File: src/rtl/task_8_deserializer.sv
// Receive end of the task 8 byte-stream link: gathers NUM_BYTES serial bytes into
// one parallel frame, publishes it with a one-cycle valid pulse, aborts stalled frames.
module task_8_deserializer #(
    parameter int NUM_BYTES   = 16,
    parameter int DATA_W      = 8,
    parameter int GAP_TIMEOUT = 4,
    parameter int CNT_W       = 16
) (
    input  logic              i_clk,
    input  logic              i_rst_n,
    input  logic [DATA_W-1:0] i_data,
    input  logic              i_valid,
    output logic [DATA_W-1:0] o_data [NUM_BYTES],
    output logic              o_valid,
    output logic              o_busy,
    output logic              o_err,
    output logic [CNT_W-1:0]  o_frame_cnt
);

    localparam int IDX_W = $clog2(NUM_BYTES);
    localparam int GAP_W = (GAP_TIMEOUT > 0) ? $clog2(GAP_TIMEOUT + 1) : 1;
    localparam logic [IDX_W-1:0] LAST_IDX = IDX_W'(NUM_BYTES - 1);
    localparam logic [GAP_W-1:0] GAP_LAST = (GAP_TIMEOUT > 0) ? GAP_W'(GAP_TIMEOUT - 1) : '0;

    typedef enum logic {
        s_IDLE,
        s_COLLECT
    } state_t;

    state_t            state;
    state_t            state_next;
    logic [IDX_W-1:0]  idx;
    logic [IDX_W-1:0]  idx_next;
    logic [GAP_W-1:0]  gap;
    logic [GAP_W-1:0]  gap_next;
    logic [DATA_W-1:0] cap_buf [NUM_BYTES];
    logic              capture;
    logic              frame_last;
    logic              abort;
    logic              done;

    always_ff @(posedge i_clk or negedge i_rst_n) begin
        if (!i_rst_n) begin
            state <= s_IDLE;
            idx   <= '0;
            gap   <= '0;
        end else begin
            state <= state_next;
            idx   <= idx_next;
            gap   <= gap_next;
        end
    end

    always_comb begin
        state_next = state;
        idx_next   = idx;
        gap_next   = gap;
        capture    = 1'b0;
        frame_last = 1'b0;
        abort      = 1'b0;
        case (state)
            s_IDLE: begin
                idx_next = '0;
                gap_next = '0;
                if (i_valid) begin
                    capture    = 1'b1;
                    idx_next   = IDX_W'(1);
                    state_next = s_COLLECT;
                end
            end
            s_COLLECT: begin
                if (i_valid) begin
                    capture  = 1'b1;
                    gap_next = '0;
                    if (idx == LAST_IDX) begin
                        frame_last = 1'b1;
                        idx_next   = '0;
                        state_next = s_IDLE;
                    end else begin
                        idx_next = idx + IDX_W'(1);
                    end
                end else if (GAP_TIMEOUT > 0) begin
                    // The idle cycle that reaches the limit aborts immediately.
                    if (gap == GAP_LAST) begin
                        abort      = 1'b1;
                        idx_next   = '0;
                        gap_next   = '0;
                        state_next = s_IDLE;
                    end else begin
                        gap_next = gap + GAP_W'(1);
                    end
                end
            end
            default: begin
                state_next = s_IDLE;
                idx_next   = '0;
                gap_next   = '0;
            end
        endcase
    end

    // The capture buffer is copied out one cycle after the last byte, so a new
    // frame can overwrite lane 0 on the same edge the old frame is published.
    always_ff @(posedge i_clk or negedge i_rst_n) begin
        if (!i_rst_n) begin
            for (int i = 0; i < NUM_BYTES; i++) begin
                cap_buf[i] <= '0;
                o_data[i]  <= '0;
            end
            done        <= 1'b0;
            o_valid     <= 1'b0;
            o_err       <= 1'b0;
            o_busy      <= 1'b0;
            o_frame_cnt <= '0;
        end else begin
            if (capture) begin
                cap_buf[idx] <= i_data;
            end
            done    <= frame_last;
            o_valid <= done;
            o_err   <= abort;
            o_busy  <= (state_next == s_COLLECT);
            if (done) begin
                o_data      <= cap_buf;
                o_frame_cnt <= o_frame_cnt + CNT_W'(1);
            end
        end
    end

endmodule

File: config.mk
export PLATFORM = sky130hd
export DESIGN_NAME = task_8_deserializer
export DESIGN_NICKNAME = d
export VERILOG_FILES = /design/src/rtl/task_8_deserializer.sv
export SDC_FILE = /design/constraint.sdc
export NUM_CORES = 1
export LEC_CHECK = 0
export BUFFER_PORTS_ARGS = -buffer_cell sky130_fd_sc_hd__buf_2
export CAP_MARGIN = 30
export CORE_MARGIN = 1.5
export CORE_UTILIZATION = 55
export DETAILED_ROUTE_END_ITERATION = 6
export PLACE_DENSITY = 0.77
export SLEW_MARGIN = 20
export SYNTH_ARGS = -nofsm -noshare
export SYNTH_HDL_FRONTEND = slang
export SYNTH_SLANG_ARGS = --single-unit
export TNS_END_PERCENT = 10
File: constraint.sdc
create_clock -name i_clk -period 3.5 [get_ports i_clk]
set_clock_uncertainty 0.1 [all_clocks]
set_input_delay 0.175 -clock i_clk [delete_from_list [all_inputs] [get_ports i_clk]]
set_output_delay 0.175 -clock i_clk [all_outputs]
set_load 0.01 [all_outputs]
==> reports/metrics.yaml, run 1 <==
setup_viol: 0
cts_setup_buffers: 0
num_vias: 6100
initial_core_util_pct: 55.7
synth_top_family_by_area: "multiplexers"
synthArstFlopShare_pct: 100
crit_fanout: 62
clk_pin_slew_ps: 60
p_comb_share_pct: 14.9
synth_mux_area_share_pct: 25.9
core_um2: 19400
tightest_slew_ps: 893
criticalPathCategory: "register to register"
antenna_found_initial: 0
root_buffer: "clkbuf_16"
clock_sinks: 283
fp.dieH_um: 143
seqPwrFrac_pct: 50.4
p_sw_share_pct: 25.1
rows: 51
drive_gt1_share_pct: 55.0
htreeDepth: 1
switching_power_uw: 2220
grt_pass1_wl_um: 35500
synth_compound_area_share_pct: 0.440
first_pass_iters: 4
p_clk_share_pct: 34.7
synth_area_um2: 10800
numPortBuffers: 157
rsz0062_at_grt: "false"
yosys_warnings: 0
ys_ff_latch: 283
final.min_clock_period_ps: 2280
grt_pass1_vias: 6466
power.density_nw_per_um2: 687
arrival_ps: 2590
syn_nets: 697
synth_cell_type_count: 36
layout_common_cells: "dfrtp_1 (282), mux2_2 (249), buf_2 (156)"
synthXorXnorAreaFrac_pct: 1.21
antenna_left: 0
ys_seq_area_share_pct: 65.5
grt_max_degree: 121
mostFrequentLayoutCell: "dfrtp_1"
endpoint_kind: "register"
finalHoldViolations: 0
ios: 158
fin_crit_sh_pct: 65.2
max_cap_viol_count: 0
crit_required_ps: 3810
netlist_instances: 680
drt-total-wl_um: 22600
fin_total_pwr_uw: 8860
leakagePower_uw: 0.00685
clk_latency_ps: 530
p_int_uw: 6630
area_growth_pct: 19.2
postSynthAreaPerCell_um2: 15.9
drv_slew: 0
fmax_ghz: 0.439
gp_congestion: 0.866
drcViolationCount: 0
cts_tree: "built"
min_path_type: "input port to register"
globalRouteOverflowTotal: 0
synth_ff_type: "dfrtp_1"
synth-adder-area-share_pct: 0.694
dp_hpwl_um: 14500
setup.worst_path.start_class: "register"
drt-initial-drc-count: 335
ctsResizeCount: 0
clk_path_buf_depth: 3
nNetsFinal: 864
cts_inserted_buffers: 28
track_usage_pct: 22.6
wl_per_cell_um: 19.9
synth_edf_count: 0
ir_drop_v: 0.000389
via_per_inst: 5.37
slew_headroom_pct: 40.5
dieArea_um2: 20500
finalSetupTns_ps: 0
fillers: 1395
status: "finished clean"
synth-simple-area-share_pct: 4.66
fp.dieW_um: 143
==> layout make-up <==
class                      instances  area (um2)  share of cell area, %
timing repair buffer             167         921                   7.14
sequential                       283        7090                   55.0
inverter                           4        15.0                  0.116
multi-input combinational        363        3560                   27.6
antenna                            1        2.50                 0.0194
clock buffer                      42         875                   6.78
tap                              265         332                   2.57
clock inverter                    10         100                  0.776
==> synth_stat cells (4+ instances only) <==
master,n,area [um2]
xnor2_1,10,87.6
nand3_2,7,70.1
ha_1,6,75.1
buf_4,6,45.0
mux2_2,249,2800
nand4_1,4,25.0
nand4_2,4,50.1
nand3_1,7,35.0
clkbuf_1,8,30.0
nor2b_1,4,25.0
dfrtp_1,283,7080
nor2_1,6,22.5
buf_2,16,80.1
nand2_1,34,128
xor2_1,5,43.8
==> worst paths after layout <==
kind                                   end  depth (start not counted)       from  slack (ps)
max in group asynchronous      cap_buf[70]                          3    i_rst_n        2150
min                             cap_buf[1]                          3  i_data[1]          20
min in group asynchronous   o_frame_cnt[7]                          2    i_rst_n         230
max reg2reg                o_frame_cnt[10]                          4       done        1220
min reg2reg                         gap[0]                          1     gap[0]         360
max                        o_frame_cnt[10]                          4       done        1220
==> cell families (layout without fill, tap and decap cells) <==
| logic type | after synthesis | after routing |
|---|---|---|
| compound gates | 8 | 8 |
| mux | 249 | 249 |
| simple gates | 85 | 85 |
| other cells | 0 | 1 |
| flops | 283 | 283 |
| buf+inv | 34 | 223 |
| xor+xnor | 15 | 15 |
| fa+ha+maj | 6 | 6 |
==> metal layers <==
layer / up-vias / GRT usage (%) / share of wire [%] / wire [um]
met5: - / 0 / 0 / 0
met4: 0 / 6.44 / 1.9 / 429
met3: 29 / 5.10 / 5.7 / 1290
met2: 149 / 37.4 / 49 / 11000
met1: 3200 / 30.0 / 44 / 9900
li1: 2722 / - / - / -
==> sequential cells by signal, indices dropped and copies added, names as in the netlist, 3 cells and up <==
name / cells
cap_buf: 128
o_data: 128
o_frame_cnt: 16
idx: 4
gap: 3
==> power groups by stage <==
| stage | clock (uW) | combinational, uW | sequential (uW) |
|---|---|---|---|
| final | 3080 | 1320 | 4460 |
| after floorplan | 0 | 980 | 4370 |
| after global placement | 0 | 1250 | 4460 |
| after CTS | 3130 | 1340 | 4470 |
| after detailed placement | 0 | 1330 | 4520 |
| after global routing | 3270 | 1440 | 4560 |
==> worst max-delay path: stages, from the launching register on <==
cell	delay, ps
dfrtp_4	960
nand3_1	210
nor3_1	540
nand3_1	190
xnor2_1	160
==> timing repair <==
item,4_1_cts,5_1_grt
hold endpoints to repair,120,0
hold buffers,5,0
endpoints found under the setup margin,0,0
==> stage by stage <==
| stage | utilization (%) | cell area (um2) | cells | setup WS, ps | hold WS [ps] |
|---|---|---|---|---|---|
| 3_3_place_gp | 61.2 | 11900 | 1077 | 1380 | 220 |
| 5_1_grt | 66.4 | 12900 | 1134 | 1030 | 15.9 |
| 4_1_cts | 66.4 | 12900 | 1134 | 1210 | 4.55 |
| 3_5_place_dp | 61.2 | 11900 | 1077 | 1230 | 230 |
| 6_report | 66.5 | 12900 | 1135 | 1220 | 22.6 |
| 2_1_floorplan | - | 10800 | 680 | 1710 | -221 |
(Power assumes the default switching activity.)
==> run 2: changes to the inputs <==
- ABC_AREA: unset -> 1
- CORE_UTILIZATION: 55 -> 51
- PLACE_DENSITY: 0.77 -> 0.75
- clock period: 3.5 -> 1.9 ns (I/O delays scaled with it)
==> reports/metrics.yaml, run 2 <==
track_usage_pct: 22.7
syn_nets: 1147
max_cap_viol_count: 0
regArea_um2: 7090
fp.dieH_um: 149
largestRegisters: "cap_buf x128, o_data x128, o_frame_cnt x16"
area_growth_pct: 18.3
numPortBuffers: 157
endpoint_kind: "register"
crit_required_ps: 2180
yosys_warnings: 0
clk_path_buf_depth: 3
slew_headroom_pct: 56.1
layout_common_cells: "nand2_1 (493), dfrtp_1 (282), buf_2 (156)"
fin_total_pwr_uw: 13400
num_vias: 7866
status: "complete, but fails checks"
drt-initial-drc-count: 562
drive_gt1_share_pct: 18.2
synth_area_um2: 10800
via_per_inst: 4.98
htreeDepth: 1
crit_fanout: 16
netlist_instances: 1130
path_cells: "inv_1 -> ha_1 -> nand2_1 -> inv_1 -> nand2_1 -> nand2_1 -> o21ai_0"
regToRegSetupSlack_ps: 190
multi_input_area_um2: 3200
grt_pass1_vias: 7615
criticalPathCategory: "register to register"
antenna_found_initial: 0
drt-total-wl_um: 24100
finalHoldViolations: 2
p_comb_share_pct: 7.8
grt_max_degree: 68
ir_drop_v: 0.000628
cts_tree: "built"
crit_family: "simple AND/OR/NAND/NOR gates"
setup.worst_path.start_class: "register"
synth_edf_count: 0
clk_pin_slew_ps: 60
r2r_cells: 7
failed_checks: "negative hold slack"
finish.utilization_pct: 61.2
cts_setup_buffers: 0
yosysMostFrequentCell: "nand2_1"
rsz0062_at_grt: "false"
cpPeakStageDelay_ps: 410
mostFrequentLayoutCell: "nand2_1"
seqPwrFrac_pct: 53.1
cts_inserted_buffers: 28
final.min_clock_period_ps: 1710
postSynthAreaPerCell_um2: 9.56
core_um2: 20900
fin_ws_ps: 193
ys_ff_latch: 283
yosys.area.top_type: "dfrtp_1"
initial_core_util_pct: 51.7
fillers: 1704
fin_crit_sh_pct: 89.8
p_sw_share_pct: 24.5
fmax_ghz: 0.586
synth_common_cells: "nand2_1 (493), dfrtp_1 (283), o21ai_0 (143), inv_1 (61), clkbuf_1 (21)"
ys_seq_area_share_pct: 65.5
postCtsHoldBufs: 10
arrival_ps: 1990
dieArea_um2: 22100
fin_area_um2: 12800
ctsResizeCount: 0
cpMaxStageDelayCell: "dfrtp_1"
dp_hpwl_um: 15600
drcViolationCount: 0
min_path_type: "input port to async pin"
clock_sinks: 283
reg2reg_from: "idx[1]"
setup_viol: 0
fp.dieW_um: 149
root_buffer: "clkbuf_16"
cp_common_cell: "nand2_1"
leakagePower_uw: 0.00708
reg2reg_to: "cap_buf[113]"
wl_per_cell_um: 15.2
holdWs_ps: -4.88
globalRouteOverflowTotal: 0
tightest_slew_ps: 658
insertedDiodeCount: 0
synth_ff_type: "dfrtp_1"
clk_latency_ps: 530
p_int_uw: 10100
synth_top_area_share_pct: 65.5
gp_congestion: 0.811
synth_cell_type_count: 25
antenna_left: 0
rows: 53
grt_pass1_wl_um: 39800
p_clk_share_pct: 39.1
power.density_nw_per_um2: 1040
nNetsFinal: 1305
place_ws_ps: 210
synthArstFlopShare_pct: 100
first_pass_iters: 5
placed_area_um2: 11800
finalSetupTns_ps: 0
drv_slew: 0
yosys-top-cells-area: "dfrtp_1 (66%), nand2_1 (17%), o21ai_0 (6.6%)"
ios: 158
switching_power_uw: 3270
cp_num_buf_inv: 2
[run 2: cell count changes in the layout (fill, tap and decap cells not counted), moves of 7 or more]
cell	delta
o21ai_2	+8
o21ai_0	+141
o21ai_1	+13
clkbuf_8	-7
buf_4	+8
inv_1	+58
nand2_1	+459
nand3_2	-7
nor2_1	+13
mux2_2	-249
[run 2: worst register-to-register path: stages (launching register included)]
cell and delay [ps]:
dfrtp_1 410, inv_1 100, ha_1 140, nand2_1 90, inv_1 150, nand2_1 290
nand2_1 160, o21ai_0 100
[run 2: final cells by class]
cell class / instances / area share [%]
clock inverter: 8 / 0.548
sequential: 283 / 55.4
timing repair buffer: 181 / 8.22
tap: 275 / 2.69
inverter: 64 / 1.90
multi-input combinational: 730 / 25.0
clock buffer: 39 / 6.20
[run 2: worst max-delay path by stage]
| stage | startpoint | endpoint | cells past startpoint |
|---|---|---|---|
| after floorplan | idx[0] | cap_buf[125] | 8 |
| after global placement | idx[1] | cap_buf[114] | 7 |
| after detailed placement | idx[0] | cap_buf[104] | 7 |
| after CTS | idx[0] | cap_buf[104] | 7 |
| after global routing | idx[0] | cap_buf[96] | 6 |
| final | idx[1] | cap_buf[113] | 7 |
[run 2: through the flow]
step | hold slack [ps] | cells
2_1_floorplan | -301 | 1130
3_3_place_gp | -14.5 | 1523
3_5_place_dp | -11.2 | 1523
4_1_cts | 25.4 | 1580
5_1_grt | 55.1 | 1580
6_report | -4.88 | 1580
[run 2: power groups by stage]
stage | Clock, uW | Combinational, uW | Sequential, uW
final | 5230 | 1040 | 7090
after global routing | 5570 | 1250 | 7170
after CTS | 5330 | 1060 | 7090
after detailed placement | 0 | 1020 | 7190
after global placement | 0 | 965 | 7180
after floorplan | 0 | 700 | 7070
[run 2: cells by family (layout without fill, tap and decap cells)]
family / count (synthesis) / count (layout) / synth area share, %
and+or+nand+nor: 546 / 546 / 20.0
adders and majority gates: 6 / 6 / 0.695
xor gates and xnor gates: 11 / 11 / 0.891
buffers and inverters: 117 / 292 / 4.89
DFF: 283 / 283 / 65.5
AOI/OAI and AO/OA: 167 / 167 / 8.05
[run 2: metal layers]
layer,part of all wire (%),GRT usage [%],up-vias
met5,0,0,-
met4,1.9,5.69,0
met3,4.8,3.65,25
met2,48,36.7,209
met1,46,32.4,3781
li1,-,-,3851
